**src/rtl/alu_cmd_sequencer.sv**
```systemverilog
// alu_cmd_sequencer
//
// Buffers ALU commands in a small FIFO and runs them one at a time against an
// external multi-cycle ALU. Each accepted command returns exactly one response,
// in acceptance order. A no-op or illegal opcode is answered directly without
// starting the ALU. An ALU that never signals completion is aborted after
// TIMEOUT cycles with an error response.
//
// Parameters
//   DEPTH      command FIFO entries (power of two, 2..16)
//   TIMEOUT    max cycles alu_start is held without alu_done before abort
//
// Ports
//   clk, reset                   clock, synchronous active-high reset
//   cmd_valid/cmd_ready          command handshake
//   cmd_op, cmd_a, cmd_b         command payload (opcode, operands)
//   alu_A, alu_B, alu_op         operands/opcode presented to the ALU
//   alu_start                    held high while an ALU operation is pending
//   alu_done, alu_result         ALU completion and result
//   rsp_valid/rsp_ready          response handshake
//   rsp_result, rsp_op, rsp_err  response payload
//   busy                         FSM not idle or FIFO non-empty
module alu_cmd_sequencer #(
    parameter int unsigned DEPTH   = 4,
    parameter int unsigned TIMEOUT = 15
) (
    input  logic        clk,
    input  logic        reset,
    // Command side
    input  logic        cmd_valid,
    output logic        cmd_ready,
    input  logic [2:0]  cmd_op,
    input  logic [7:0]  cmd_a,
    input  logic [7:0]  cmd_b,
    // ALU side
    output logic [7:0]  alu_A,
    output logic [7:0]  alu_B,
    output logic [2:0]  alu_op,
    output logic        alu_start,
    input  logic        alu_done,
    input  logic [15:0] alu_result,
    // Response side
    output logic        rsp_valid,
    input  logic        rsp_ready,
    output logic [15:0] rsp_result,
    output logic [2:0]  rsp_op,
    output logic        rsp_err,
    // Status
    output logic        busy
);

    localparam int unsigned PtrW = (DEPTH > 1) ? $clog2(DEPTH) : 1;
    localparam int unsigned CntW = $clog2(DEPTH + 1);
    localparam int unsigned ToW  = $clog2(TIMEOUT + 1);

    localparam logic [2:0] OpNop  = 3'b000;
    localparam logic [2:0] OpAdd  = 3'b001;
    localparam logic [2:0] OpAnd  = 3'b010;
    localparam logic [2:0] OpXor  = 3'b011;
    localparam logic [2:0] OpMult = 3'b100;

    typedef struct packed {
        logic [2:0] op;
        logic [7:0] a;
        logic [7:0] b;
    } cmd_t;

    typedef enum logic [1:0] {
        StIdle,
        StIssue,
        StResp
    } state_e;

    // ------------------------------------------------------------------
    // Command FIFO
    // ------------------------------------------------------------------
    cmd_t            mem_q [DEPTH];
    logic [PtrW-1:0] wr_ptr_q, rd_ptr_q;
    logic [CntW-1:0] count_q;
    logic            full;
    logic            empty;
    logic            push;
    logic            pop;
    cmd_t            head;

    assign full      = (count_q == CntW'(DEPTH));
    assign empty     = (count_q == '0);
    // Ready depends only on occupancy: a pop in the same cycle does not free
    // a slot for a push, so there is no combinational path from the FSM here.
    assign cmd_ready = !full;
    assign push      = cmd_valid && cmd_ready;
    assign head      = mem_q[rd_ptr_q];

    // Storage is not reset; only the pointers and count define validity.
    always_ff @(posedge clk) begin
        if (push) begin
            mem_q[wr_ptr_q] <= '{op: cmd_op, a: cmd_a, b: cmd_b};
        end
    end

    always_ff @(posedge clk) begin
        if (reset) begin
            wr_ptr_q <= '0;
            rd_ptr_q <= '0;
            count_q  <= '0;
        end else begin
            // DEPTH is a power of two, so natural pointer overflow wraps.
            if (push) wr_ptr_q <= wr_ptr_q + PtrW'(1);
            if (pop)  rd_ptr_q <= rd_ptr_q + PtrW'(1);
            case ({push, pop})
                2'b10:   count_q <= count_q + CntW'(1);
                2'b01:   count_q <= count_q - CntW'(1);
                default: count_q <= count_q;
            endcase
        end
    end

    // ------------------------------------------------------------------
    // Sequencer FSM
    // ------------------------------------------------------------------
    state_e         state_q, state_d;
    logic [7:0]     alu_a_q, alu_a_d;
    logic [7:0]     alu_b_q, alu_b_d;
    logic [2:0]     alu_op_q, alu_op_d;
    logic [ToW-1:0] to_cnt_q, to_cnt_d;
    logic [15:0]    rsp_result_q, rsp_result_d;
    logic [2:0]     rsp_op_q, rsp_op_d;
    logic           rsp_err_q, rsp_err_d;

    always_ff @(posedge clk) begin
        if (reset) begin
            state_q      <= StIdle;
            alu_a_q      <= '0;
            alu_b_q      <= '0;
            alu_op_q     <= '0;
            to_cnt_q     <= '0;
            rsp_result_q <= '0;
            rsp_op_q     <= '0;
            rsp_err_q    <= 1'b0;
        end else begin
            state_q      <= state_d;
            alu_a_q      <= alu_a_d;
            alu_b_q      <= alu_b_d;
            alu_op_q     <= alu_op_d;
            to_cnt_q     <= to_cnt_d;
            rsp_result_q <= rsp_result_d;
            rsp_op_q     <= rsp_op_d;
            rsp_err_q    <= rsp_err_d;
        end
    end

    always_comb begin
        state_d      = state_q;
        alu_a_d      = alu_a_q;
        alu_b_d      = alu_b_q;
        alu_op_d     = alu_op_q;
        to_cnt_d     = to_cnt_q;
        rsp_result_d = rsp_result_q;
        rsp_op_d     = rsp_op_q;
        rsp_err_d    = rsp_err_q;
        pop          = 1'b0;

        case (state_q)
            StIdle: begin
                if (!empty) begin
                    pop      = 1'b1;
                    rsp_op_d = head.op;
                    case (head.op)
                        OpNop: begin
                            rsp_result_d = '0;
                            rsp_err_d    = 1'b0;
                            state_d      = StResp;
                        end
                        OpAdd, OpAnd, OpXor, OpMult: begin
                            alu_a_d  = head.a;
                            alu_b_d  = head.b;
                            alu_op_d = head.op;
                            // First ISSUE cycle counts as 1.
                            to_cnt_d = ToW'(1);
                            state_d  = StIssue;
                        end
                        default: begin
                            rsp_result_d = '0;
                            rsp_err_d    = 1'b1;
                            state_d      = StResp;
                        end
                    endcase
                end
            end

            StIssue: begin
                // Completion wins over timeout when both land in the same cycle.
                if (alu_done) begin
                    rsp_result_d = alu_result;
                    rsp_err_d    = 1'b0;
                    to_cnt_d     = '0;
                    state_d      = StResp;
                end else if (to_cnt_q == ToW'(TIMEOUT)) begin
                    rsp_result_d = '0;
                    rsp_err_d    = 1'b1;
                    to_cnt_d     = '0;
                    state_d      = StResp;
                end else begin
                    to_cnt_d = to_cnt_q + ToW'(1);
                end
            end

            StResp: begin
                // Payload registers are untouched here, so they hold while stalled.
                // Passing through RESP also guarantees a low cycle on alu_start.
                if (rsp_ready) begin
                    state_d = StIdle;
                end
            end

            default: begin
                state_d = StIdle;
            end
        endcase
    end

    // ------------------------------------------------------------------
    // Outputs
    // ------------------------------------------------------------------
    assign alu_A      = alu_a_q;
    assign alu_B      = alu_b_q;
    assign alu_op     = alu_op_q;
    assign alu_start  = (state_q == StIssue);
    assign rsp_valid  = (state_q == StResp);
    assign rsp_result = rsp_result_q;
    assign rsp_op     = rsp_op_q;
    assign rsp_err    = rsp_err_q;
    assign busy       = (state_q != StIdle) || !empty;

endmodule

```
**config.mk**
```make
export PLATFORM = sky130hd
export DESIGN_NAME = alu_cmd_sequencer
export DESIGN_NICKNAME = d
export VERILOG_FILES = /design/src/rtl/alu_cmd_sequencer.sv
export SDC_FILE = /design/constraint.sdc
export NUM_CORES = 1
export LEC_CHECK = 0
export ABC_AREA = 1
export CAP_MARGIN = 20
export CORE_MARGIN = 2
export CORE_UTILIZATION = 57
export DETAILED_ROUTE_END_ITERATION = 6
export GPL_ROUTABILITY_DRIVEN = 1
export PLACE_DENSITY = 0.84
export SLEW_MARGIN = 10
export SYNTH_ARGS = -nofsm -noshare
export SYNTH_HDL_FRONTEND = slang
export SYNTH_SLANG_ARGS = --single-unit
```
**constraint.sdc**
```tcl
create_clock -name clk -period 3.3 [get_ports clk]
set_input_delay 0.66 -clock clk [delete_from_list [all_inputs] [get_ports clk]]
set_output_delay 0.66 -clock clk [all_outputs]
set_load 0.005 [all_outputs]
```
# == Yosys cells after proc, flatten, opt, wreduce, memory -nomap -nowiden ==
# Memories as Yosys holds them, arrays and structs flattened. A register that Yosys moved wholly into a read port is not among the register bits.
# Index checks and enable logic that the tools add are counted.
# Widths: inputs -> output; s select.
# op_classes
reduce_logical,16
n_bitwise,1
n_eq_ne,15
addsub,5
n_mux,28
# ops
operator,count
$mux 16,4
$pmux 16 s2,1
$mux 4,4
$mux 2,7
$reduce_and 3->1,3
$pmux 4 s2,1
$mux 1,7
$eq 3x2->1 const B,2
$eq 3x3->1 const B,2
$logic_not 3->1,2
$pmux 2 s3,1
$pmux 3 s2,1
$reduce_bool 2->1,3
$add 2x1->2 const B,2
$add 4x1->4 const B,1
$eq 2x1->1 const B,2
$eq 2x2->1 const B,2
$eq 4x4->1 const B,1
$ne 2x1->1 const B,2
$ne 2x2->1 const B,2
$pmux 1 s2,2
$reduce_and 4->1,1
$reduce_or 4->1,1
$add 3x1->3 const B,1
other kinds (9),10
# totals
output_inout_bits,43
inputBits,40
ram_bits,76
wordCells,77
memories,1
reg_bits,52
# mem_list
name,depth,word_bits,read_ports,rd_clocked_by_memory_dff,write_ports,line_no,rtl
mem_q,4,19,1,1,1,77,cmd_t mem_q [DEPTH];

# == Longest topological paths before layout ==
# logic_depth
word_depth,5
mapped_depth,12
mapped_depth_nobuf,11

# == Least setup slack after synthesis ==
# No wires, ideal clock.
# synth_timing
path_kind,register to register
start,register state_q[1]
end,register count_q[2]
slack_ps,1244
stages_incl_launch_ff,12
arrival_time_ps,1933
synth_period_minus_slack_ps,2056
n_path_buf,1
cell_sequence,dfxtp_1 nor2_2 inv_2 nor2_2 buf_2 ha_1 inv_1 fa_1 a21oi_1 o21ai_0 o21ai_0 a21oi_1
# synth_between
elab_chain_cells,4
elab_cells_between_ends,6
cone_classes,eq/ne: 2; mux: 2; reduce/logical: 2
# synth_rtl
element,line_no,rtl
"start, declared",121,"state_e state_q, state_d;"
"start signal, assigned",132,state_q <= StIdle;
"start signal, assigned",141,state_q <= state_d;
$logic_not 2->1 (*),163,case (state_q)
$mux 1 (*),163,
via pop,83,logic pop;
$eq 2x1->1 / $eq 2x2->1 (equally long branches),110,"case ({push, pop})"
$pmux 3 s2 / $reduce_bool 2->1 (equally long branches),--,
"end signal, assigned",111,2'b10: count_q <= count_q + CntW'(1);
"end signal, assigned",112,2'b01: count_q <= count_q - CntW'(1);
"end signal, assigned",113,default: count_q <= count_q;
"end, declared",79,logic [CntW-1:0] count_q;
# The timed path passes the listed nets; every way through them passes the cells marked *.
# A chain may end at the register's enable or synchronous reset.

# == Worst setup path in the final report ==
# layout_timing
start,register count_q[1]
end,output busy
# layout_between
elab_chain_cells,3
# layout_rtl
element,line_no,rtl
$logic_not 3->1,87,assign empty = (count_q == '0);
$logic_not 1->1,233,assign busy = (state_q != StIdle) || !empty;
$logic_or 1x1->1,233,
"end, declared",49,output logic busy
# Every way passes these cells.

==> flow_metrics.py <==
metrics = {
    "sta": {
        "slew_headroom": 0.504,
        "finalCritPeriodShare": 0.778,
        "hold_violations": 0,
        "fmax_mhz": 389,
        "worstMarginPinSlew_ns": 0.739,
        "slew_viol_final": 0,
        "finalSetupViolCount": 0,
        "post-route-min-period_ns": 2.57,
        "rsz0062_at_grt": "no",
        "tns_ns": 0,
        "clock_skew_ns": 0.00665,
    },
    "drt": {
        "drt_wl_total_um": 11800,
        "viasPerCell": 5.57,
        "drtIter0Drc": 281,
        "first_pass_iters": 5,
        "wl_per_cell_um": 16.3,
        "drcViolationCount": 0,
        "ant_nets": 0,
        "vias": 4025,
    },
    "clocking": {
        "cts_resized": 0,
        "cts.hold.buffers_added": 0,
        "htree_levels": 4,
        "root_buffer": "clkbuf_8",
        "clock_path_buffers": 2,
        "clkTransAtPathRegs_ns": 0.06,
        "clk_latency_ns": 0.51,
        "cts_tree": "done",
        "cts.sinks": 130,
        "post_cts_buffers": 0,
        "numCtsBuffers": 17,
    },
    "logic_synthesis": {
        "yosys.area.top_type": "edfxtp_1",
        "synth_fp_nets": 564,
        "synth_top_area_frac": 0.433,
        "synth_area_leaders": "edfxtp_1, dfxtp_1, nand2_1",
        "syn_inst": 517,
        "yosys_register_bits": 130,
        "seq_area_frac_synth": 0.637,
        "netlist-cell-type-count": 30,
        "syn_area_mm2": 0.00528,
        "ys_warn_count": 0,
        "syn_avg_cell_area_um2": 10.2,
    },
    "flow_run": {
        "maxCapViolations": 0,
    },
    "floorplanning": {
        "coreArea_mm2": 0.00911,
        "dieArea_mm2": 0.0100,
        "io-pin-count": 83,
        "die_h_um": 100,
        "fp-row-count": 35,
        "start_util": 0.579,
        "chipWidth_um": 100,
    },
    "global_route": {
        "grt_pass1_vias": 3871,
        "antenna_found_initial": 0,
        "grt.total_usage": 0.245,
        "grt_pass1_wl_um": 18800,
        "overflow": 0,
        "grt_max_degree": 39,
    },
    "setup_path": {
        "critPathMaxFanout": 3,
        "arrival_ns": 1.91,
        "path_delay_family": "simple AND/OR/NAND/NOR gates",
        "cp_slowest_cell": "clkdlybuf4s50_1",
        "critPathLaunchType": "flip-flop",
        "critPathKind": "flip-flop to output pin",
        "cp.required_ns": 2.64,
        "endpoint_kind": "output pin",
        "slowest_delay_ns": 0.50,
        "worstPathCellList": "nor3_1 -> nand2_1 -> clkdlybuf4s50_1",
        "critPathBufInv": 1,
    },
    "power_and_ir_drop": {
        "peakVddDrop_v": 0.000546,
        "pwr_density_cell_mw_per_mm2": 966,
        "leakage_nw": 2.52,
        "seqPwrFrac": 0.339,
        "p_switching_mw": 2.36,
        "p_comb_frac": 0.376,
        "clkPwrFrac": 0.286,
        "intPower_mw": 4.16,
        "netSwitchingFraction": 0.362,
    },
    "finish": {
        "design_area_mm2": 0.00675,
        "final_layout_size_suffix_gt1_frac": 0.126,
        "area_growth_pct": 27.9,
        "nNetsFinal": 646,
        "insertedDiodeCount": 0,
    },
    "status": {
        "status": "complete, no violations",
    },
    "placement": {
        "routabilityCongestion": 0.769,
        "io_buffers": 82,
        "post_dp_cell_area_mm2": 0.00615,
        "dp_hpwl_um": 6960,
    },
    "worst_hold_path": {
        "min_path_type": "flip-flop to flip-flop",
    },
}
==> per-layer routing <==
metal	wire, um	vias up	share of wire	GRT usage
met2	6050	190	0.51	0.422
li1	-	1914	-	-
met4	236	0	0.020	0.111
met1	4590	1897	0.39	0.297
met5	0	-	0	0
met3	900	24	0.076	0.0508
==> metrics by stage <==
stage | power (mW) | cells | hold WS [ns] | setup WS [ns] | utilization
after floorplan | 3.91 | 517 | 0.437 | 1.24 | -
after global placement | 4.54 | 691 | 0.450 | 0.843 | 0.675
after detailed placement | 4.64 | 691 | 0.461 | 0.806 | 0.675
after CTS | 6.52 | 723 | 0.467 | 0.709 | 0.741
after global routing | 6.91 | 723 | 0.481 | 0.639 | 0.741
final | 6.52 | 723 | 0.470 | 0.732 | 0.741
==> layout by cell type (no fill, tap or decap), types with 16 or more instances in the layout <==
cell type / count
a21oi_1: 36
edfxtp_1: 76
o21ai_0: 41
o22ai_1: 16
inv_1: 22
clkbuf_16: 16
clkdlybuf4s50_1: 82
nand3_1: 25
dfxtp_1: 54
nor2_1: 73
nand2_1: 94
==> Yosys cell counts <==
cell and count:
nand2_4 2, buf_8 1, nor2_1 73, buf_4 4, edfxtp_1 76, ha_1 6
o21ai_1 2, a21oi_1 36, buf_6 1, nand2_2 15, inv_2 6, nand3_1 25
nand3_2 1, inv_1 22, o211ai_1 1, nor3_1 2, nand2_1 94, nand3_4 2
nor2_8 2, o21ai_0 41, o22ai_1 16, nor2_2 2, dfxtp_1 54, a21oi_2 8
xor2_1 2, or2_2 1, fa_1 1, clkbuf_1 16, clkinv_1 1, buf_2 4
==> power by group through the flow <==
stage               Sequential (mW)  Combinational [mW]  Clock [mW]
finish                         2.21                2.45        1.86
global route                   2.24                2.73        1.95
CTS                            2.21                2.44        1.88
detailed placement             2.23                2.41           0
global placement               2.22                2.32           0
floorplan                      2.23                1.68           0
==> sequential cells by signal, summed over array words and instances (netlist names), named ones only <==
signal and cells:
rd_ptr_q 2, state_q 2, rsp_result 16, wr_ptr_q 2, alu_A 8, mem_q 76
rsp_err 1, count_q 3, rsp_op 3, alu_B 8, alu_op 3, to_cnt_q 4
==> tightest hold or removal path, stage by stage (launching register included) <==
cell,delay [ns]
dfxtp_1,0.29
inv_1,0.06
a21oi_1,0.07
==> cells by family (layout without fill, tap and decap cells) <==
logic type / Yosys count / after routing / share of synthesized area
AOI/OAI and AO/OA: 104 / 104 / 0.109
DFF: 130 / 130 / 0.637
adders and majority gates: 7 / 7 / 0.0180
and+or+nand+nor: 219 / 219 / 0.186
xor gates and xnor gates: 2 / 2 / 0.00332
buffers and inverters: 55 / 150 / 0.0465
==> path summary, 6_finish.rpt <==
check | cells after the start | from | slack, ns | to
setup reg to reg | 10 | state_q[1] | 0.83 | count_q[2]
setup / recovery | 3 | count_q[1] | 0.73 | busy
hold / removal | 2 | rd_ptr_q[1] | 0.47 | flip-flop
hold reg to reg | 2 | rd_ptr_q[1] | 0.47 | flip-flop
==> layout make-up <==
cell class | count | area (um^2)
clock buffer | 18 | 418
clock inverter | 14 | 179
fill | 552 | 2360
inverter | 29 | 109
multi-input combinational | 332 | 1670
sequential | 130 | 3360
tap | 111 | 139
timing repair buffer | 89 | 873
No activity file was read; power rests on OpenSTA's default activity.
